`src/rtl/instr_encoder_if.sv`:
```
// rtl/instr_encoder_if.sv - field-bundle input and imem write port of the instruction encoder
interface instr_encoder_if #(
   parameter int ADDR_W = 8
);
   logic              in_valid;
   logic              in_ready;
   logic [2:0]        in_type;
   logic [6:0]        in_opcode;
   logic [4:0]        in_rd;
   logic [4:0]        in_rs1;
   logic [4:0]        in_rs2;
   logic [2:0]        in_func3;
   logic [6:0]        in_func7;
   logic [31:0]       in_imm;
   logic              mem_we;
   logic [ADDR_W-1:0] mem_addr;
   logic [31:0]       mem_wdata;

   // Field source / memory observer side
   modport master (
      output in_valid, in_type, in_opcode, in_rd, in_rs1, in_rs2,
             in_func3, in_func7, in_imm,
      input  in_ready, mem_we, mem_addr, mem_wdata
   );

   // Encoder side
   modport slave (
      input  in_valid, in_type, in_opcode, in_rd, in_rs1, in_rs2,
             in_func3, in_func7, in_imm,
      output in_ready, mem_we, mem_addr, mem_wdata
   );
endinterface

```
`src/rtl/instr_encoder.sv`:
```
// rtl/instr_encoder.sv - packs RV32I fields into instruction words and writes them to imem
module instr_encoder #(
   parameter int ADDR_W    = 8,
   parameter int DEPTH     = 256,
   parameter int BASE_ADDR = 0
) (
   input  logic              clk,
   input  logic              rst_n,
   input  logic              start,
   input  logic              clr,
   instr_encoder_if.slave    bus,
   output logic [ADDR_W:0]   count,
   output logic [1:0]        state,
   output logic [2:0]        err_code
);
   typedef enum logic [1:0] {
      ST_IDLE = 2'd0,
      ST_RUN  = 2'd1,
      ST_FULL = 2'd2,
      ST_ERR  = 2'd3
   } st_t;

   localparam logic [ADDR_W:0]   DEPTH_C = (ADDR_W+1)'(DEPTH);
   localparam logic [ADDR_W-1:0] BASE_C  = ADDR_W'(BASE_ADDR);

   st_t              st;
   logic [31:0]      word;
   logic [2:0]       code;
   logic             accept;
   logic [ADDR_W:0]  count_nxt;

   assign state        = st;
   assign bus.in_ready = (st == ST_RUN) && (count < DEPTH_C);
   // clr wins over a bundle presented in the same cycle
   assign accept       = bus.in_valid && bus.in_ready && !clr;
   assign count_nxt    = count + (ADDR_W+1)'(1);

   // Format the incoming fields and flag the first failing legality check
   always_comb begin
      word = 32'h0;
      code = 3'd0;
      case (bus.in_type)
         3'd0: word = {bus.in_func7, bus.in_rs2, bus.in_rs1, bus.in_func3,
                       bus.in_rd, bus.in_opcode};
         3'd1: begin
            word = {bus.in_imm[11:0], bus.in_rs1, bus.in_func3, bus.in_rd, bus.in_opcode};
            if (bus.in_imm[31:11] != {21{bus.in_imm[11]}}) code = 3'd2;
         end
         3'd2: begin
            word = {bus.in_imm[11:5], bus.in_rs2, bus.in_rs1, bus.in_func3,
                    bus.in_imm[4:0], bus.in_opcode};
            if (bus.in_imm[31:11] != {21{bus.in_imm[11]}}) code = 3'd2;
         end
         3'd3: begin
            word = {bus.in_imm[12], bus.in_imm[10:5], bus.in_rs2, bus.in_rs1, bus.in_func3,
                    bus.in_imm[4:1], bus.in_imm[11], bus.in_opcode};
            if (bus.in_imm[31:12] != {20{bus.in_imm[12]}}) code = 3'd2;
            else if (bus.in_imm[0])                         code = 3'd3;
         end
         3'd4: begin
            word = {bus.in_imm[31:12], bus.in_rd, bus.in_opcode};
            if (bus.in_imm[11:0] != 12'h0) code = 3'd4;
         end
         3'd5: begin
            word = {bus.in_imm[20], bus.in_imm[10:1], bus.in_imm[11], bus.in_imm[19:12],
                    bus.in_rd, bus.in_opcode};
            if (bus.in_imm[31:20] != {12{bus.in_imm[20]}}) code = 3'd2;
            else if (bus.in_imm[0])                         code = 3'd3;
         end
         default: code = 3'd1;
      endcase
   end

   // Session FSM, write stage and word counter; a staged write still issues during clr
   always_ff @(posedge clk or negedge rst_n) begin
      if (!rst_n) begin
         st            <= ST_IDLE;
         count         <= '0;
         err_code      <= 3'd0;
         bus.mem_we    <= 1'b0;
         bus.mem_addr  <= BASE_C;
         bus.mem_wdata <= 32'h0;
      end else begin
         bus.mem_we <= 1'b0;
         if (clr) begin
            st       <= ST_IDLE;
            count    <= '0;
            err_code <= 3'd0;
         end else begin
            case (st)
               ST_IDLE: if (start) st <= ST_RUN;
               ST_RUN: begin
                  if (accept) begin
                     if (code != 3'd0) begin
                        st       <= ST_ERR;
                        err_code <= code;
                     end else begin
                        bus.mem_we    <= 1'b1;
                        bus.mem_addr  <= BASE_C + count[ADDR_W-1:0];
                        bus.mem_wdata <= word;
                        count         <= count_nxt;
                        if (count_nxt == DEPTH_C) st <= ST_FULL;
                     end
                  end
               end
               default: st <= st;
            endcase
         end
      end
   end
endmodule

```
`src/flat_wrapper.sv`:
```
// flat-port wrapper written by rule: the top's interface ports become plain ports
module instr_encoder_flat 
#(
   parameter int ADDR_W    = 8,
   parameter int DEPTH     = 256,
   parameter int BASE_ADDR = 0
)
  (clk, rst_n, start, clr, count, state, err_code, bus_in_valid, bus_in_type, bus_in_opcode, bus_in_rd, bus_in_rs1, bus_in_rs2, bus_in_func3, bus_in_func7, bus_in_imm, bus_in_ready, bus_mem_we, bus_mem_addr, bus_mem_wdata);
  instr_encoder_if #(.ADDR_W(ADDR_W)) bus_i ();
  input  logic clk;
  input  logic rst_n;
  input  logic start;
  input  logic clr;
  output logic [ADDR_W:0] count;
  output logic [1:0] state;
  output logic [2:0] err_code;
  input wire logic [$bits(bus_i.in_valid)-1:0] bus_in_valid;
  input wire logic [$bits(bus_i.in_type)-1:0] bus_in_type;
  input wire logic [$bits(bus_i.in_opcode)-1:0] bus_in_opcode;
  input wire logic [$bits(bus_i.in_rd)-1:0] bus_in_rd;
  input wire logic [$bits(bus_i.in_rs1)-1:0] bus_in_rs1;
  input wire logic [$bits(bus_i.in_rs2)-1:0] bus_in_rs2;
  input wire logic [$bits(bus_i.in_func3)-1:0] bus_in_func3;
  input wire logic [$bits(bus_i.in_func7)-1:0] bus_in_func7;
  input wire logic [$bits(bus_i.in_imm)-1:0] bus_in_imm;
  output wire logic [$bits(bus_i.in_ready)-1:0] bus_in_ready;
  output wire logic [$bits(bus_i.mem_we)-1:0] bus_mem_we;
  output wire logic [$bits(bus_i.mem_addr)-1:0] bus_mem_addr;
  output wire logic [$bits(bus_i.mem_wdata)-1:0] bus_mem_wdata;
  assign bus_i.in_valid = bus_in_valid;
  assign bus_i.in_type = bus_in_type;
  assign bus_i.in_opcode = bus_in_opcode;
  assign bus_i.in_rd = bus_in_rd;
  assign bus_i.in_rs1 = bus_in_rs1;
  assign bus_i.in_rs2 = bus_in_rs2;
  assign bus_i.in_func3 = bus_in_func3;
  assign bus_i.in_func7 = bus_in_func7;
  assign bus_i.in_imm = bus_in_imm;
  assign bus_in_ready = bus_i.in_ready;
  assign bus_mem_we = bus_i.mem_we;
  assign bus_mem_addr = bus_i.mem_addr;
  assign bus_mem_wdata = bus_i.mem_wdata;
  instr_encoder #(.ADDR_W(ADDR_W), .DEPTH(DEPTH), .BASE_ADDR(BASE_ADDR)) u_core (.clk(clk), .rst_n(rst_n), .start(start), .clr(clr), .bus(bus_i), .count(count), .state(state), .err_code(err_code));
endmodule
```
`config.mk`:
```
export PLATFORM = sky130hd
export DESIGN_NAME = instr_encoder_flat
export DESIGN_NICKNAME = d
export VERILOG_FILES = /design/src/rtl/instr_encoder_if.sv /design/src/rtl/instr_encoder.sv /design/src/flat_wrapper.sv
export SDC_FILE = /design/constraint.sdc
export NUM_CORES = 1
export LEC_CHECK = 0
export ABC_CLOCK_PERIOD_IN_PS = 2640
export BUFFER_PORTS_ARGS = -buffer_cell sky130_fd_sc_hd__buf_2
export CAP_MARGIN = 10
export CORE_UTILIZATION = 49
export DETAILED_ROUTE_END_ITERATION = 12
export HOLD_SLACK_MARGIN = 0.03
export PLACE_DENSITY = 0.8
export SLEW_MARGIN = 20
export SYNTH_ARGS = -nofsm -noshare
export SYNTH_HDL_FRONTEND = slang
export SYNTH_SLANG_ARGS = --single-unit
```
`constraint.sdc`:
```
create_clock -name clk -period 2.64 [get_ports clk]
set_input_delay 0.264 -clock clk [delete_from_list [all_inputs] [get_ports clk]]
set_output_delay 0.264 -clock clk [all_outputs]
set_load 0.05 [all_outputs]
```
==> out/metrics.csv, run 1 <==
stage;metric;value;unit
pwr;power.density;628.3;mW/mm^2
worst_setup_path;crit_type;primary input to flip-flop;
timing;timing.fmax;0.4185;GHz
timing;clock_skew;7.338;ps
cts;cts_resized;0;
worst_setup_path;rr_worst_depth;7;
grt;grt_pass1_wl;14230;um
worst_setup_path;max_stage_delay;580;ps
floorplanning;start_util;0.5080;
worst_setup_path;rr_endpoint;u_core.bus.mem_wdata[22];
logic_synthesis;syn-num-nets;409;
worst_setup_path;worstPathCellList;buf_2, or4_1, nor4_1, o22ai_1, a32oi_1, nand4_2, buf_4, or4_1, a21oi_1;
logic_synthesis;yosys-top-cells-count;dfrtp_1, nand2_1, a21oi_1, inv_1, mux2_2;
pwr;total_leakage_power;0.002111;uW
worst_hold_path;hp-class;primary input to asynchronous set/reset pin;
layout;fin_util;0.6593;
timing;post-route-min-period;2390;ps
logic_synthesis;yosysWarnings;0;
place;place_hpwl;6700;um
logic_synthesis;ys_ff_latch;55;
layout;fill_cells;550;
logic_synthesis;synth-async-reset-ratio;1.000;
timing;hold_violations;0;
cts;htree_num_levels;2;
timing;rsz0062_at_grt;false;
worst_setup_path;cp_max_fo;13;
timing;final_max_slew_viol_count;0;
worst_setup_path;end_kind;flip-flop;
logic_synthesis;synth_edf_count;0;
routing;via_per_inst;5.784;
logic_synthesis;synth_area;0.003244;sq mm
pwr;irDropWorstVdd;475.0;uV
routing;ant_nets;0;
timing;tightestPinTransition;958.3;ps
routing;firstDrtPassIters;5;
worst_setup_path;r2r_start;u_core.count[8];
logic_synthesis;yosysMostFrequentCell;dfrtp_1;
cts;post-cts-setup-buffers;0;
cts;cts_buffer_depth;2;
grt;antenna_found_initial;0;
timing;setup_tns;0;ps
layout;syn_to_final_growth;29.77;%
timing;setup_viol;0;
logic_synthesis;yosys-top-cells-area;dfrtp_1, mux2_2, mux2_1;
routing;first_iter_violations;254;
cts;cts_buffers;5;
floorplanning;row_count;29;
place;port_buffers;127;
logic_synthesis;synthCells;336;
worst_setup_path;cp_top_family;simple AND/OR/NAND/NOR gates;
layout;layout.nets;545;
worst_setup_path;cpMostUsedCell;or4_1;
cts;ctsHoldBuffers;0;
logic_synthesis;synth_top_area_share;0.4242;
worst_setup_path;path_buf_inv;2;
worst_setup_path;crit_path_end;u_core.count[6];
logic_synthesis;synth_cell_types;46;
floorplanning;dieWidth;83.37;um
worst_setup_path;rrSetupSlack;270;ps
worst_setup_path;start_kind;primary input;
routing;drc;0;
timing;fin_crit_sh;0.9051;
routing;routed_wl;8746;um
worst_setup_path;crit_start;bus_in_imm[21];
worst_setup_path;path_depth;9;
place;place_inst;542;
cts;cts_tree;built;
worst_setup_path;cp_slowest_cell;or4_1;
worst_setup_path;worstPathRequired;2890;ps
floorplanning;die-area;0.006951;sq mm
status;status;finished clean;
layout;drive_gt1_frac;0.4101;
logic_synthesis;synth_area_leader_cell;dfrtp_1;
cts;cts.clk_slew.worst_paths;100;ps
logic_synthesis;synth_area_per_cell;9.656;sq um
grt;overflow;0;
logic_synthesis;synth.yosys.seq_area_share;0.4242;
floorplanning;ios;128;
cts;insertion_delay;310;ps
routing;avgRoutedWirePerCell;15.90;um
place;gp_congestion;0.9030;
grt;grt_pass1_vias;2980;
worst_setup_path;arrival;2640;ps
grt;grt_max_degree;44;
timing;slew_headroom;0.3611;
floorplanning;core;0.006386;sq mm
cts;clock-sinks;55;
layout;diodes;0;
cts;clock-root-buffer;clkbuf_8;
grt;grtUsageTotal;0.2529;
layout;stdcell_count;550;
floorplanning;die_h;83.37;um
job;cap_viol_max_count;0;
routing;route.vias.total;3181;
logic_synthesis;synth_ff_type;dfrtp_1;
where the power goes:
group          switching, uW  total, uW  internal, uW
registers               71.7       1040           970
logic                    716        997           281
clock network            294        606           313
total                   1080       2650          1560
cells by family after synthesis:
family	share of synthesized area
and+or+nand+nor	0.1828
AOI/OAI and AO/OA	0.1589
DFF	0.4242
muxes	0.1708
buffers and inverters	0.05939
adders and majority gates	0.003856
per-stage QoR:
stage          hold WS (ps)  worst slack, ps  power [uW]  instance area (sq um)
4_1_cts               119.8            235.3        2666                   4210
2_1_floorplan        -31.59           -265.9        1753                   3287
3_3_place_gp          461.6           -30.08        2035                   4089
3_5_place_dp          468.1           -76.39        2056                   4089
5_1_grt               152.5            53.11        2772                   4210
6_report              88.15            250.4        2645                   4210
how the worst min path moves through the flow:
stage               cells past startpoint  slack (ps)  start                     end
CTS                                     1         120  rst_n  u_core.bus.mem_addr[1]
detailed placement                      1         470  rst_n  u_core.bus.mem_addr[1]
floorplan                               0         -30  rst_n  u_core.bus.mem_addr[0]
global placement                        1         460  rst_n  u_core.bus.mem_addr[1]
finish                                  1          90  rst_n  u_core.bus.mem_addr[2]
global route                            1         150  rst_n  u_core.bus.mem_addr[1]
sequential cells by signal, summed over array words and instances, names as in the netlist:
signal,cells
u_core.bus.mem_wdata,32
u_core.count,9
u_core.bus.mem_addr,8
u_core.err_code,3
u_core.state,2
u_core.bus.mem_we,1
cell type report:
class	count	area [sq um]	area share
multi-input combinational	239	1713	0.4068
sequential	55	1380	0.3278
timing repair buffer	150	820.8	0.1949
tap	77	96.34	0.02288
clock buffer	6	82.58	0.01961
inverter	21	78.83	0.01872
clock inverter	2	38.79	0.009212
cells in the final DEF (no fill, tap or decap), types with 13 or more instances in the layout:
cell and count:
a21oi_1 22, buf_2 127, buf_4 22, dfrtp_1 52, inv_1 21, mux2_2 18, mux2i_1 16, nand2_1 31
nor2_1 13, o21ai_0 17
metal layers:
metal	up-vias	global-route usage	share of wire
met4	0	0.06270	0.0096
met5	-	0	0
li1	1509	-	-
met1	1520	0.3413	0.43
met2	142	0.4165	0.49
met3	10	0.05268	0.078
No activity file was read; power rests on OpenSTA's default activity.
==> run 2, diff against run 1 <==
ABC_CLOCK_PERIOD_IN_PS = 1950   (was 2640)
CORE_UTILIZATION = 44   (was 49)
PLACE_DENSITY = 0.76   (was 0.8)
clock period = 1.95 ns   (was 2.64 ns; I/O delays follow)
==> run 2 against run 1 <==
  * The flow now finishes with violations (negative setup slack)
  * Count of clock-buffer cells in the layout down 1
  * Hold slack better by 25 ps
  * Utilization up 5.0 points
  * Via count up 11%
  * Sequential share of layout area down 4.8 points
  * First-iteration DRC count down 22%
  * Final area up 17%
  * Highest routed layer unchanged
==> out/metrics.csv, run 2 (synthesis gave the netlist of run 1 again) <==
stage;metric;value;unit
grt;grt_max_degree;30;
status;violations;negative setup slack;
status;status;finished with violations;
timing;post-route-min-period;2258;ps
routing;firstDrtPassIters;5;
timing;timing.fmax;0.4429;GHz
timing;rsz0062_at_grt;true;
floorplanning;row_count;30;
worst_setup_path;worstPathRequired;2160;ps
cts;insertion_delay;320;ps
timing;clock_skew;9.997;ps
timing;hold_violations;0;
timing;slew_headroom;0.5726;
worst_setup_path;cpMostUsedCell;nor3_4;
routing;avgRoutedWirePerCell;16.64;um
timing;finalWorstSetupSlack;-308.0;ps
cts;cts_buffer_depth;2;
place;port_buffers;127;
timing;tightestPinTransition;641.2;ps
routing;route.vias.total;3517;
grt;grt_pass1_wl;16430;um
worst_setup_path;path_buf_inv;3;
routing;drc;0;
cts;clock-sinks;55;
place;place_hpwl;7447;um
cts;cts_tree;built;
place;gp_congestion;0.9641;
grt;grt_pass1_vias;3501;
grt;overflow;0;
worst_setup_path;cp_slowest_cell;or4_4;
layout;fill_cells;529;
grt;grtUsageTotal;0.2761;
floorplanning;start_util;0.4672;
layout;most-common-layout-cells;buf_2, buf_4, dfrtp_1;
layout;largest_register;u_core.bus.mem_wdata;
cts;htree_num_levels;2;
floorplanning;core;0.006944;sq mm
layout;mostFrequentLayoutCell;buf_2;
layout;reg.largest.list;u_core.bus.mem_wdata: 32 flops, u_core.count: 9 flops, u_core.bus.mem_addr: 8 flops;
timing;setup_viol;54;
worst_setup_path;cp_top_family;simple AND/OR/NAND/NOR gates;
worst_hold_path;hp-class;primary input to flip-flop;
routing;ant_nets;0;
worst_setup_path;start_kind;primary input;
floorplanning;ios;128;
pwr;p_total;3585;uW
cts;cts_buffers;5;
layout;largest_reg_flops;32;
routing;via_per_inst;5.600;
timing;fin_crit_sh;1.158;
grt;antenna_found_initial;0;
floorplanning;die_h;87.87;um
layout;layout.nets;604;
worst_setup_path;end_kind;flip-flop;
cts;cts.clk_slew.worst_paths;100;ps
timing;setup_tns;-13700;ps
worst_setup_path;cp_max_fo;11;
worst_setup_path;max_stage_delay;580;ps
cts;clock-root-buffer;clkbuf_8;
layout;syn_to_final_growth;51.79;%
worst_setup_path;crit_type;primary input to flip-flop;
worst_setup_path;arrival;2470;ps
routing;first_iter_violations;199;
job;cap_viol_max_count;0;
timing;final_max_slew_viol_count;0;
worst_setup_path;worstPathCellList;buf_6, or4_4, nor3_4, nor3_1, o21ai_1, nand4_4, nor3_4, buf_4, buf_16, mux2_1;
floorplanning;dieWidth;87.87;um
pwr;irDropWorstVdd;669.0;uV
pwr;total_leakage_power;0.002480;uW
routing;routed_wl;10450;um
layout;diodes;0;
pwr;power.density;728.0;mW/mm^2
floorplanning;die-area;0.007721;sq mm
layout;drive_gt1_frac;0.5207;
## run 2: through the flow
step | std cells | hold WS, ps | instance area [sq um] | setup WS (ps) | util
after floorplan | 336 | -100.6 | 3314 | -955.9 | -
after detailed placement | 608 | 255.3 | 4489 | -713.9 | 0.6465
final | 628 | 113.5 | 4925 | -308.0 | 0.7092
after global placement | 608 | 235.5 | 4489 | -665.1 | 0.6465
after global routing | 628 | 116.4 | 4925 | -434.1 | 0.7092
after CTS | 627 | 110.3 | 4848 | -288.3 | 0.6982
## run 2: path summary, 6_finish.rpt
kind | from | endpoint | slack (ps) | depth (start not counted)
max | bus_in_imm[21] | u_core.bus.mem_wdata[7] | -310 | 10
min | bus_in_opcode[5] | u_core.bus.mem_wdata[5] | 110 | 3
max reg2reg | u_core.count[8] | u_core.bus.mem_wdata[7] | -300 | 8
min reg2reg | u_core.bus.mem_wdata[7] | u_core.bus.mem_wdata[7] | 490 | 1
max in group asynchronous | rst_n | u_core.count[3] | 920 | 3
min in group asynchronous | rst_n | u_core.bus.mem_wdata[21] | 450 | 2
## run 2: routing by layer
metal | routed length (um) | GRT usage
met4 | 394 | 0.1401
met3 | 604 | 0.03676
met2 | 5160 | 0.4743
met1 | 4288 | 0.3399
met5 | 0 | 0
## run 2: power by group
part	internal [uW]	switching (uW)
clock network	260	406
registers	1310	94.0
logic	483	1030
## run 2: layout make-up
class	count	area (sq um)	share of cell area
flip-flops and latches	55	1380	0.2802
clock inverters	3	23.77	0.004827
well taps	96	120.1	0.02439
clock buffers	5	68.82	0.01397
repair buffers	209	1374	0.2790
inverters	21	78.83	0.01601
multi-input cells	239	1879	0.3816
## run 2: repair_timing
item / 4_1_cts / 5_1_grt
endpoints found under the hold margin: 26 / 0
cloned: 3 / 0
pin swaps: 10 / 11
endpoints found under the setup margin: 55 / 55
gates resized for setup: 34 / 14
setup buffers: 7 / 2
hold buffers: 1 / 0
## run 2: worst min-delay path: cells and delay by family
| kind | cells | cell delay [ps] |
|---|---|---|
| buffers and inverters | 1 | 90 |
| muxes | 1 | 60 |
| and+or+nand+nor | 1 | 40 |
